File: src/rtl/ann_stream_pkg.sv
// Shared stream types and default slot geometry for the aggregator/disaggregator pair.
package ann_stream_pkg;

    localparam int DATA_WIDTH_DEF  = 11;
    localparam int FETCH_WIDTH_DEF = 4;

    typedef logic [DATA_WIDTH_DEF-1:0]                 word_t;
    typedef logic [FETCH_WIDTH_DEF*DATA_WIDTH_DEF-1:0] wide_t;

endpackage

File: src/rtl/stream_skid_reg.sv
// Single-entry registered stage: accepts a word only when empty, so in_ready never
// depends combinationally on the consumer side.
module stream_skid_reg #(
    parameter int WIDTH = 8
) (
    input  logic             wclk,
    input  logic             wrst_n,
    input  logic [WIDTH-1:0] in_data,
    input  logic             in_valid,
    output logic             in_ready,
    output logic [WIDTH-1:0] out_data,
    output logic             out_valid,
    input  logic             out_pop
);

    assign in_ready = wrst_n & !out_valid;

    // Fill and drain are mutually exclusive: a fill needs out_valid=0, a pop needs out_valid=1.
    always_ff @(posedge wclk) begin
        if (!wrst_n) begin
            out_valid <= 1'b0;
            out_data  <= '0;
        end else if (in_valid && in_ready) begin
            out_valid <= 1'b1;
            out_data  <= in_data;
        end else if (out_pop) begin
            out_valid <= 1'b0;
        end
    end

endmodule

File: src/rtl/disaggregator.sv
// Splits wide words into single slots, LSB slot first, for the write side of async_fifo1.
// Define DISAGGREGATOR_PREFETCH_EN to register the sender pop behind a one-word prefetch stage.
module disaggregator
    import ann_stream_pkg::*;
#(
    parameter int DATA_WIDTH  = DATA_WIDTH_DEF,
    parameter int FETCH_WIDTH = FETCH_WIDTH_DEF
) (
    input  logic                              wclk,
    input  logic                              wrst_n,
    input  logic [FETCH_WIDTH*DATA_WIDTH-1:0] sender_data,
    input  logic                              sender_empty_n,
    output logic                              sender_deq,
    output logic [DATA_WIDTH-1:0]             receiver_data,
    input  logic                              receiver_full_n,
    output logic                              receiver_enq,
    output logic                              busy
);

    localparam int                WIDE_W   = FETCH_WIDTH * DATA_WIDTH;
    localparam int                IDX_W    = $clog2(FETCH_WIDTH);
    localparam logic [IDX_W-1:0]  LAST_IDX = IDX_W'(FETCH_WIDTH - 1);

    logic [WIDE_W-1:0] cur;
    logic [WIDE_W-1:0] load_data;
    logic              cur_v;
    logic [IDX_W-1:0]  idx;
    logic              last_enq;
    logic              load;

    // Handshake: a transfer happens on an edge where the producer's valid (empty_n/cur_v)
    // and the consumer's ready (deq/full_n) are both high; data is held until then.
    assign receiver_enq = wrst_n & cur_v & receiver_full_n;
    assign last_enq     = receiver_enq & (idx == LAST_IDX);

`ifdef DISAGGREGATOR_PREFETCH_EN
    logic              pf_v;
    logic              pf_ready;
    logic [WIDE_W-1:0] pf;

    stream_skid_reg #(
        .WIDTH(WIDE_W)
    ) u_prefetch (
        .wclk      (wclk),
        .wrst_n    (wrst_n),
        .in_data   (sender_data),
        .in_valid  (sender_empty_n),
        .in_ready  (pf_ready),
        .out_data  (pf),
        .out_valid (pf_v),
        .out_pop   (load)
    );

    assign sender_deq = sender_empty_n & pf_ready;
    assign load       = pf_v & (!cur_v | last_enq);
    assign load_data  = pf;
    assign busy       = cur_v | pf_v;
`else
    assign sender_deq = wrst_n & sender_empty_n & (!cur_v | last_enq);
    assign load       = sender_deq;
    assign load_data  = sender_data;
    assign busy       = cur_v;
`endif

    // A load only coincides with a held word on its last-slot transfer, so idx restarts at 0.
    always_ff @(posedge wclk) begin
        if (!wrst_n) begin
            cur   <= '0;
            cur_v <= 1'b0;
            idx   <= '0;
        end else if (load) begin
            cur   <= load_data;
            cur_v <= 1'b1;
            idx   <= '0;
        end else if (receiver_enq) begin
            if (idx == LAST_IDX) begin
                cur_v <= 1'b0;
                idx   <= '0;
            end else begin
                idx <= idx + IDX_W'(1);
            end
        end
    end

    always_comb begin
        receiver_data = '0;
        for (int i = 0; i < FETCH_WIDTH; i++) begin
            if (idx == IDX_W'(i)) receiver_data = cur[i*DATA_WIDTH +: DATA_WIDTH];
        end
    end

endmodule
File: config.mk
export PLATFORM = sky130hd
export DESIGN_NAME = disaggregator
export DESIGN_NICKNAME = d
export VERILOG_FILES = /design/src/rtl/ann_stream_pkg.sv /design/src/rtl/stream_skid_reg.sv /design/src/rtl/disaggregator.sv
export SDC_FILE = /design/constraint.sdc
export NUM_CORES = 1
export LEC_CHECK = 0
export ABC_AREA = 0
export BUFFER_PORTS_ARGS = -buffer_cell sky130_fd_sc_hd__buf_4
export CORE_MARGIN = 10
export CORE_UTILIZATION = 40
export CTS_CLUSTER_SIZE = 24
export DETAILED_ROUTE_END_ITERATION = 7
export SETUP_SLACK_MARGIN = 0.15
export SLEW_MARGIN = 20
export SYNTH_ARGS = -nofsm -noshare
export SYNTH_HDL_FRONTEND = slang
export SYNTH_SLANG_ARGS = --single-unit
File: constraint.sdc
create_clock -name wclk -period 2.85 [get_ports wclk]
set_input_delay 0.4275 -clock wclk [delete_from_list [all_inputs] [get_ports wclk]]
set_output_delay 0.4275 -clock wclk [all_outputs]
set_load 0.1 [all_outputs]
# Yosys cells after proc, flatten, opt, wreduce, memory -nomap -nowiden

Cells that the tools add are included.

Output and inout port bits: 14
Bits of input ports: 48
Bits in registers: 47
Word-level logic and storage cells: 28

Muxes and demuxes: 8
Reduce and logical (&&, ||, !) cells: 6
$add $sub $neg: 1
Bitwise logic cells: 7
Equal/unequal tests: 3

Operator list:

| cell                | number |
|---|---|
| $mux 11             | 4 |
| $and 1x1->1         | 5 |
| $eq 2x2->1 const B  | 2 |
| $reduce_bool 2->1   | 2 |
| $mux 1              | 3 |
| $add 2x1->2 const B | 1 |
| $eq 2x1->1 const B  | 1 |
| $logic_not 2->1     | 1 |
| $mux 2              | 1 |
| $reduce_and 2->1    | 1 |
| $reduce_or 2->1     | 1 |
| $logic_not 1->1     | 1 |
| $not 1->1           | 1 |
| $or 1x1->1          | 1 |

# Depth between registers and ports, before layout

Gate-level depths: netlist (run 1).

Depth in word-level cells: 7
Mapped depth: 6

# Worst setup path after synthesis (run 1)

Ideal clock, no wire load.

Path type: flip-flop to output port
Start: reg idx[1]
End: out receiver_data[0]
Required time: 2.423 ns
Setup slack: -0.869 ns
Arrival time: 3.291 ns
Cell stages (with the launch flop): 7
Path buffers: 1
Path through: dfxtp_1 > inv_1 > ha_1 > nor2b_1 > buf_2 > a221oi_1 > o31ai_1

Longest elaborated chain between the ends: 5
Elaborated cells between the ends (all ways): 8

Ends and longest elaborated chain:

| what                     | line                | RTL |
|---|---|---|
| start: declaration       | disaggregator.sv:27 | `logic [IDX_W-1:0] idx;` |
| start signal: assignment | disaggregator.sv:80 | `idx <= idx + IDX_W'(1);` |
| $logic_not 2->1          | disaggregator.sv:88 | `if (idx == IDX_W'(i)) receiver_data = cur[i*DATA_WIDTH +: DATA_WIDTH];` |
| $mux 11 (3 in a row)     | disaggregator.sv:88 |  |
| $mux 11 (*)              | disaggregator.sv:88 |  |
| end: declaration         | disaggregator.sv:14 | `output logic [DATA_WIDTH-1:0] receiver_data,` |

Mark *: on every way between the ends. The rest lies on a longest branch, timed or not.

# Worst setup path after layout (run 1)

Start: reg idx[0]
End: out receiver_data[1]

The elaborated chain is that of the path after synthesis.

==> results by group, run 1 <==
Drt
  – Drt wl/cell: 13.7 um
  – Number of vias per cell: 4.58
  – Pre-antenna DRT Iters: 3
  – Total number of vias: 1764
  – DRC viols: 0
  – 1st-iter DRT viols: 73
  – WL final: 5290 um
  – Detail Route Antenna Nets: 0

Setup path
  – Critical Path AT: 2.15 ns
  – Reg2Reg Depth: 5
  – CP Buf/Inv Count: 2
  – CP peak stage delay: 0.49 ns
  – WS Path Type: reg2out
  – Critical-path top delay cell: a221oi_1
  – Kind of launch point of the worst setup path: flop
  – Worst path depth: 6
  – Critical-path maximum fanout: 12
  – Worst path top cell family by delay: compound AO/OA/AOI/OAI gates
  – Most used cell along the critical path: buf_4
  – Worst reg-to-reg setup slack: 1.16 ns
  – CP endpoint kind: output pin
  – Worst-path cell chain: ha_2 > nor2b_1 > buf_4 > a221oi_1 > o31ai_4 > buf_4
  – WP data required: 2.42 ns

Logic synthesis
  – Compound-Gate Fraction of Synth Area: 8.67%
  – Primary FF master, synth: dfxtp_1
  – Top cell type's share of synthesized area: 41.3%
  – Leading area contributor after synthesis: dfxtp_1
  – Proportion of synthesized area in mux cells: 20.2%
  – Register bit total from synthesis: 47
  – Mean Syn Cell Area: 8.87 um^2
  – Synth cell types: 19
  – Post-synth EDFFs: 0
  – Async SR Flop Fraction: 0%
  – XOR/XNOR share of the synthesized area: 0%
  – Post-Synth Simple-Gate Area: 14.5%
  – Synth Cell Area: 0.00228 mm^2
  – Synthesis warning total: 0
  – Main combinational cell family by area after synthesis: multiplexers
  – Synthesized net count: 309
  – Post-Synth Adder-Cell Area: 2.20%
  – Top cells by area, synth: dfxtp_1 41%, mux2i_1 20%, nand2_1 9.2%, inv_1 7.6%, a221oi_1 4.2%
  – Mapped Cells: 257
  – Sequential area share after synthesis: 41.3%

Global route
  – Met1 Resource Use GR: 15.6%
  – Tot GR Track Use: 11.9%
  – First-pass GRT wire length: 8730 um
  – GR peak layer: met2
  – Initial antenna violation count: 0
  – Met2 usage: 18.1%
  – GR Overflow Total: 0
  – Met3 usage: 4.08%
  – Vias in the first global route: 1853
  – Pin count of the biggest net entering global routing: 38

Placed design
  – Hpwl dp: 4080 um
  – Port buffer count: 61
  – DP Area: 0.00281 mm^2
  – Placer Congestion: 0.711

Pwr
  – Power per Cell Area: 503 mW/mm^2
  – Cell internal pwr: 1.02 mW
  – Gate power share: 22.1%
  – Sw frac: 30.4%
  – Clock share of power: 27.9%
  – Max IR drop VDD: 0.250 mV
  – Sw power: 444 uW
  – Leakage power: 1.36 nW
  – Sequential share of power: 50.0%

STA
  – Max-slew violations: 0
  – Hold Violations, Final: 0
  – Tcrit/Tclk final: 90.5%
  – Setup Total Neg Slack: 0 ns
  – Minimum clock period: 2.58 ns
  – Worst Clk Skew: 0.00964 ns
  – Slew margin rel.: 64.1%
  – Worst-Margin Slew: 0.539 ns
  – RSZ-0062 raised after global routing: false
  – Final setup fails: 0
  – Fmax: 0.388 GHz

Clock tree
  – Hold-fix buffers at CTS: 0
  – Clk_lat worst skew: 0.30 ns
  – Clk root buf: clkbuf_8
  – Reg clk slew, reported paths: 0.09 ns
  – CTS Buf Count: 5
  – H-tree Lvls: 2
  – CTS tree: built
  – CTS sink count: 47
  – Max Buffers Root-to-Sink: 2

Layout
  – Commonest cells after routing, fill and taps aside: 66 x buf_4, 56 x nand2_1, 47 x dfxtp_1
  – Nets: 365
  – Share of cells above drive strength 1: 28.8%
  – P&R area growth vs syn: 27.4%
  – Leading cell type in the layout, fill and taps excluded: buf_4
  – Filler cell count: 541
  – Final Cell Area: 0.00290 mm^2
  – Inserted Diodes: 0

Min path
  – Worst hold stages: 2
  – Hold Crit Class: in2reg

Die
  – IO Pins: 62
  – Die Footprint: 0.00912 mm^2
  – Core area: 0.00551 mm^2
  – Starting Density: 41.4%
  – Die width: 95.5 um
  – Chip height: 95.5 um
  – FP Rows: 27

Run
  – Max cap viols: 0

Run status
  – Outcome: finished, final reports clean
==> cell families (layout without fill, tap and decap cells) <==
family                   Yosys count  after routing
buffers and inverters             63            119
AO/OA/AOI/OAI                     24             24
AND/OR/NAND/NOR                   73             73
flip-flops                        47             47
multiplexers                      46             46
adder cells (fa/ha/maj)            4              4
==> power groups by stage <==
| stage | registers [mW] | clock network (mW) | logic (mW) |
|---|---|---|---|
| detailed placement | 0.745 | 0 | 0.327 |
| CTS | 0.730 | 0.417 | 0.327 |
| global route | 0.735 | 0.441 | 0.347 |
| floorplan | 0.742 | 0 | 0.233 |
| global placement | 0.746 | 0 | 0.323 |
| finish | 0.730 | 0.407 | 0.323 |
==> cells in the mapped netlist (all sizes together), types with 2 or more instances <==
library cell and n:
ha 4, nand2 56, nor3b 2, buf 7, nor2b 12, a221oi 11, dfxtp 47, inv 46
clkbuf 10, o31ai 11, mux2i 46, nor2 2
==> registers in the layout (all words and copies together), names as in the netlist <==
name  flops
busy      1
cur      44
idx       2
==> timing repair <==
item	in CTS	in global routing
endpoints found under the setup margin	0	8
gates resized for setup	0	2
buffers inserted	0	0
==> through the flow <==
| step | total power, mW | util (%) | std cells | hold WS, ns | worst slack, ns |
|---|---|---|---|---|---|
| 6_report | 1.46 | 52.7 | 385 | 0.337 | 0.271 |
| 5_1_grt | 1.52 | 52.7 | 385 | 0.339 | 0.189 |
| 4_1_cts | 1.47 | 52.6 | 385 | 0.334 | 0.187 |
| 3_5_place_dp | 1.07 | 51.1 | 378 | 0.448 | 0.522 |
| 3_3_place_gp | 1.07 | 51.1 | 378 | 0.443 | 0.590 |
| 2_1_floorplan | 0.976 | - | 257 | 0.435 | -0.00468 |
==> worst paths after layout <==
check,endpoint,startpoint
min,busy$_SDFFE_PN0P_,sender_empty_n
max reg2reg,cur[39]$_SDFFE_PN0P_,idx[0]$_SDFFE_PP0N_
max,receiver_data[1],idx[0]$_SDFFE_PP0N_
min reg2reg,cur[26]$_SDFFE_PN0P_,cur[26]$_SDFFE_PN0P_
==> final cells by class <==
| type | instances | area [um^2] | area share (%) |
|---|---|---|---|
| repair buffers | 66 | 495 | 17.1 |
| flip-flops and latches | 47 | 941 | 32.4 |
| multi-input cells | 147 | 1120 | 38.5 |
| clock inverters | 1 | 5.00 | 0.172 |
| clock buffers | 6 | 82.6 | 2.84 |
| inverters | 46 | 173 | 5.95 |
| well taps | 72 | 90.1 | 3.10 |
==> per-layer routing <==
layer  wire length (um)  up-vias
li1                   -      935
met1               2660      782
met2               2240       42
met3                331        5
met4                 53        0
met5                  0        -
Note: power is estimated with default switching activity, not from simulation.
==> inputs of run 2 (changes only) <==
--- a/config.mk
+++ b/config.mk
@@ -7,7 +7,7 @@
 export LEC_CHECK = 0
 export ABC_AREA = 0
 export BUFFER_PORTS_ARGS = -buffer_cell sky130_fd_sc_hd__buf_4
-export CORE_MARGIN = 10
+export CAP_MARGIN = 20
 export CORE_UTILIZATION = 40
 export CTS_CLUSTER_SIZE = 24
 export DETAILED_ROUTE_END_ITERATION = 7
==> run 2 against run 1 <==
Via count is 1.4% higher; worst setup slack worse by 0.016 ns; flip-flop and latch count is the same; maximum frequency down 0.60%; global-route usage rose by 4.7 points; utilization grew 0.64 points; design area rose by 1.2%; non-clock buffer count decreased by 1; sequential share of layout area decreased by 0.39 points; clock skew decreased by 0.0033 ns; count of clock-buffer cells in the layout is the same; largest cell class unchanged.
==> results by group, run 2 (synthesis results as in run 1) <==
STA
  – Worst-Margin Slew: 0.551 ns (+0.0115 ns)
  – Tcrit/Tclk final: 91.1% (+0.55 points)
  – Fmax: 0.385 GHz (-0.60%)
  – Final setup fails: 0 (unchanged)
  – Setup Total Neg Slack: 0 ns (unchanged)
  – RSZ-0062 raised after global routing: false
  – Minimum clock period: 2.59 ns (+0.0156 ns)
  – Max-slew violations: 0 (unchanged)
  – Worst Clk Skew: 0.00630 ns (-0.00334 ns)
  – Slew margin rel.: 63.3% (-0.77 points)
  – Hold Violations, Final: 0 (unchanged)
  – Final setup margin: 0.255 ns (-0.0156 ns)

Drt
  – Detail Route Antenna Nets: 0 (unchanged)
  – WL final: 4790 um (-9.4%)
  – Number of vias per cell: 4.64 (+1.4%)
  – DRC viols: 0 (unchanged)
  – Pre-antenna DRT Iters: 4 (+1)
  – Total number of vias: 1788 (+1.4%)
  – Drt wl/cell: 12.4 um (-9.4%)
  – 1st-iter DRT viols: 64 (-12%)

Setup path
  – WP data required: 2.42 ns (about the same)
  – Critical-path maximum fanout: 12 (unchanged)
  – CP endpoint kind: output pin
  – Kind of launch point of the worst setup path: flop
  – WS Path Type: reg2out
  – Critical Path AT: 2.17 ns (+0.02 ns)

Layout
  – Final Cell Area: 0.00294 mm^2 (+1.2%)
  – Max reg flops: 44 (unchanged)
  – Most flop-heavy register: cur
  – P&R area growth vs syn: 28.9%
  – Nets: 364 (-0.27%)
  – Non-filler cells, final: 385 (unchanged)
  – Leading cell type in the layout, fill and taps excluded: buf_4
  – Inserted Diodes: 0 (unchanged)
  – Share of cells above drive strength 1: 28.8% (unchanged)
  – Commonest cells after routing, fill and taps aside: 64 x buf_4, 56 x nand2_1, 47 x dfxtp_1
  – Filler cell count: 521 (-3.7%)

Placed design
  – Port buffer count: 61 (unchanged)
  – Hpwl dp: 3460 um (-15%)
  – Placer Congestion: 0.727 (+2.2%)
  – Setup WS pre-CTS: 0.508 ns (-0.0137 ns)
  – Dpl cells: 377 (-0.26%)
  – DP Area: 0.00282 mm^2 (+0.18%)

Global route
  – Vias in the first global route: 1593 (-14%)
  – GR Overflow Total: 0 (unchanged)
  – First-pass GRT wire length: 7670 um (-12%)
  – Tot GR Track Use: 16.6% (+4.7 points)
  – Pin count of the biggest net entering global routing: 47 (+24%)
  – Initial antenna violation count: 0 (unchanged)

Clock tree
  – CTS sink count: 47 (unchanged)
  – Hold-fix buffers at CTS: 0 (unchanged)
  – CTS Buf Count: 5 (unchanged)
  – Reg clk slew, reported paths: 0.09 ns (about the same)
  – H-tree Lvls: 2 (unchanged)
  – Max Buffers Root-to-Sink: 2 (unchanged)
  – Clk root buf: clkbuf_8
  – Post-CTS Setup Bufs: 0 (unchanged)
  – CTS tree: built
  – Clk_lat worst skew: 0.30 ns (about the same)

Pwr
  – Design Power: 1.56 mW (+6.6%)
  – Leakage power: 1.37 nW (+0.90%)
  – Max IR drop VDD: 0.295 mV (+18%)
  – Power per Cell Area: 530 mW/mm^2 (+5.3%)

Min path
  – Hold Crit Class: in2reg

Die
  – Starting Density: 41.4% (unchanged)
  – Chip height: 77.5 um (-19%)
  – Core area: 0.00551 mm^2 (unchanged)
  – IO Pins: 62 (unchanged)
  – FP Rows: 27 (unchanged)
  – Die width: 77.5 um (-19%)
  – Die Footprint: 0.00601 mm^2 (-34%)

Run status
  – Outcome: finished, final reports clean

Run
  – Max cap viols: 0 (unchanged)
==> run 2: area by class of cell <==
type	instances	area, um^2	share of cell area [%]
multi-input cells	147	1120	38.0
clock inverters	2	35.0	1.19
well taps	72	90.1	3.07
clock buffers	6	82.6	2.81
flip-flops and latches	47	941	32.0
inverters	46	173	5.87
repair buffers	65	500	17.0
==> run 2: worst paths after layout <==
check	from	endpoint	slack (ns)	depth (start not counted)
worst max-delay path	idx[1]$_SDFFE_PP0N_	receiver_data[1]	0.26	7
worst min-delay path	sender_empty_n	busy$_SDFFE_PN0P_	0.34	2
worst max register to register	idx[0]$_SDFFE_PP0N_	cur[2]$_SDFFE_PN0P_	1.01	6
worst min register to register	cur[28]$_SDFFE_PN0P_	cur[28]$_SDFFE_PN0P_	0.46	2
==> run 2: per-stage QoR <==
step	utilization [%]	hold WS [ns]
5_1_grt	53.4	0.335
6_report	53.4	0.341
2_1_floorplan	-	0.435
3_5_place_dp	51.1	0.449
3_3_place_gp	51.1	0.445
4_1_cts	53.3	0.335
==> run 2: where the power goes <==
group	internal (mW)	switching (mW)
logic	0.124	0.200
clock network	0.284	0.219
registers	0.703	0.0270
==> run 2: critical path, cell delays in order (launching register included) <==
cell and delay, ns:
dfxtp_1 0.35, inv_1 0.09, ha_2 0.30, nor2b_1 0.09, buf_4 0.17, a221oi_1 0.50, o31ai_4 0.11, buf_4 0.25
==> run 2: repair_timing <==
item	4_1_cts	5_1_grt
gates resized for setup	0	2
hold endpoints to repair	0	0
endpoints found under the setup margin	0	10
==> run 2: routing by layer <==
metal	vias up	wire (um)	track usage, %
met4	0	108	7.55
li1	931	-	-
met2	53	2020	24.1
met3	11	276	4.00
met1	793	2380	23.2
met5	-	0	0
==> inputs of run 3 (changes only) <==
--- a/config.mk
+++ b/config.mk
@@ -11,6 +11,7 @@
 export CORE_UTILIZATION = 40
 export CTS_CLUSTER_SIZE = 24
 export DETAILED_ROUTE_END_ITERATION = 7
+export REMOVE_ABC_BUFFERS = 1
 export SETUP_SLACK_MARGIN = 0.15
 export SLEW_MARGIN = 20
 export SYNTH_ARGS = -nofsm -noshare
==> run 3 against run 2 <==
Clock skew down 0.0024 ns; total power down 5.8%; worst setup slack better by 0.17 ns; utilization down 1.4 points; count of clock-buffer cells in the layout up 2; maximum frequency up 7.2%; final cell count up 0.52%.
==> results by group, run 3 (synthesis results as in run 1) <==
Run status
  – Outcome: finished, final reports clean

Drt
  – WL final: 4420 um (-7.6%)
  – DRC viols: 0 (unchanged)
  – Number of vias per cell: 4.55 (-2.0%)
  – Detail Route Antenna Nets: 0 (unchanged)
  – 1st-iter DRT viols: 90 (+41%)
  – Drt wl/cell: 11.4 um (-8.1%)
  – Pre-antenna DRT Iters: 4 (unchanged)
  – Total number of vias: 1761 (-1.5%)

Clock tree
  – Post-CTS Setup Bufs: 0 (unchanged)
  – Reg clk slew, reported paths: 0.08 ns (about the same)
  – CTS tree: built
  – Max Buffers Root-to-Sink: 2 (unchanged)
  – H-tree Lvls: 2 (unchanged)
  – Clk_lat worst skew: 0.29 ns (about the same)
  – CTS Buf Count: 5 (unchanged)
  – CTS sink count: 47 (unchanged)
  – Clk root buf: clkbuf_8

STA
  – Final setup margin: 0.429 ns (+0.174 ns)
  – RSZ-0062 raised after global routing: false
  – Final setup fails: 0 (unchanged)
  – Minimum clock period: 2.42 ns (-0.174 ns)
  – Fmax: 0.413 GHz (+7.2%)
  – Tcrit/Tclk final: 84.9% (-6.1 points)
  – Setup Total Neg Slack: 0 ns (unchanged)
  – Worst Clk Skew: 0.00388 ns (-0.00242 ns)
  – Worst-Margin Slew: 0.390 ns (-0.161 ns)
  – Hold Violations, Final: 0 (unchanged)
  – Max-slew violations: 0 (unchanged)
  – Slew margin rel.: 74.0% (+11 points)

Layout
  – Leading cell type in the layout, fill and taps excluded: buf_4
  – P&R area growth vs syn: 25.5%
  – Register area: 941 um^2 (unchanged)
  – Nets: 366 (+0.55%)
  – Non-filler cells, final: 387 (+0.52%)
  – Max reg flops: 44 (unchanged)
  – Share of cells above drive strength 1: 25.1% (-3.7 points)
  – Most flop-heavy register: cur
  – Final core occ: 52.0% (-1.4 points)
  – Filler cell count: 542 (+4.0%)
  – Commonest cells after routing, fill and taps aside: 66 x buf_4, 56 x nand2_1, 47 x dfxtp_1
  – Inserted Diodes: 0 (unchanged)
  – Area of the multi-input gates: 0.00104 mm^2 (-6.7%)

Die
  – FP Rows: 27 (unchanged)
  – Chip height: 77.5 um (unchanged)
  – Core area: 0.00551 mm^2 (unchanged)
  – Starting Density: 41.4% (unchanged)
  – IO Pins: 62 (unchanged)
  – Die Footprint: 0.00601 mm^2 (unchanged)
  – Die width: 77.5 um (unchanged)

Setup path
  – CP peak stage delay: 0.39 ns (-0.11 ns)
  – Critical-path top delay cell: dfxtp_1
  – Worst-path cell chain: inv_1 > ha_1 > nor2b_1 > buf_4 > a221oi_1 > o31ai_1 > buf_4
  – CP endpoint kind: output pin
  – WS Path Type: reg2out
  – Most used cell along the critical path: buf_4
  – WP data required: 2.42 ns (about the same)
  – Critical-path maximum fanout: 7 (-5)
  – Kind of launch point of the worst setup path: flop
  – Critical Path AT: 1.99 ns (-0.18 ns)

Run
  – Max cap viols: 0 (unchanged)

Global route
  – Tot GR Track Use: 15.1% (-1.6 points)
  – Pin count of the biggest net entering global routing: 47 (unchanged)
  – GR Overflow Total: 0 (unchanged)
  – Vias in the first global route: 1594 (+0.063%)
  – First-pass GRT wire length: 7100 um (-7.5%)
  – Initial antenna violation count: 0 (unchanged)

Placed design
  – Hpwl dp: 2980 um (-14%)
  – Setup WS pre-CTS: 0.532 ns (+0.0238 ns)
  – Dpl cells: 379 (+0.53%)
  – Placer Congestion: 0.718 (-1.2%)
  – Port buffer count: 61 (unchanged)

Pwr
  – Power per Cell Area: 512 mW/mm^2 (-3.3%)
  – Leakage power: 1.33 nW (-2.5%)
  – Max IR drop VDD: 0.240 mV (-19%)

Min path
  – Hold Crit Class: in2reg
## run 3: final timing paths
| check | start | endpoint | slack [ns] | cells after the start |
|---|---|---|---|---|
| worst min-delay path | sender_empty_n | busy$_SDFFE_PN0P_ | 0.35 | 2 |
| worst max register to register | idx[0]$_SDFFE_PP0N_ | cur[24]$_SDFFE_PN0P_ | 0.88 | 6 |
| worst max-delay path | idx[1]$_SDFFE_PP0N_ | receiver_data[7] | 0.43 | 7 |
| worst min register to register | cur[8]$_SDFFE_PN0P_ | cur[8]$_SDFFE_PN0P_ | 0.46 | 2 |
## run 3: layout make-up
| class | instances | area share [%] |
|---|---|---|
| tap | 72 | 3.15 |
| sequential | 47 | 32.9 |
| clock buffer | 8 | 3.50 |
| multi-input combinational | 147 | 36.4 |
| timing repair buffer | 67 | 18.0 |
| inverter | 46 | 6.03 |
## run 3: power breakdown
group	total [mW]	internal (mW)	switching, mW
registers	0.725	0.703	0.0228
logic	0.314	0.119	0.195
clock network	0.426	0.221	0.205
## run 3: worst max-delay path: cells and delay by family, from the launching register on
family	cells	cell delay, ns
flip-flops	1	0.39
AO/OA/AOI/OAI	2	0.38
buffers and inverters	3	0.60
adder cells (fa/ha/maj)	1	0.19
AND/OR/NAND/NOR	1	0.14
## run 3: what timing repair did
action                                  CTS  global route
hold buffers                              0             0
endpoints found under the setup margin    0             5
resized for setup                         0             1
## run 3: layer usage
metal  global-route usage (%)  routed length, um
met2                     25.8               2160
met1                     18.2               2050
met3                     3.88                174
met4                     5.09                 34
met5                        0                  0
## run 3: stage by stage
| stage | cell area (um^2) | hold WS, ns | power [mW] |
|---|---|---|---|
| finish | 2860 | 0.354 | 1.47 |
| global placement | 2760 | 0.445 | 1.06 |
| floorplan | 2150 | 0.435 | 0.947 |
| global route | 2860 | 0.345 | 1.54 |
| CTS | 2860 | 0.345 | 1.49 |
| detailed placement | 2760 | 0.446 | 1.06 |
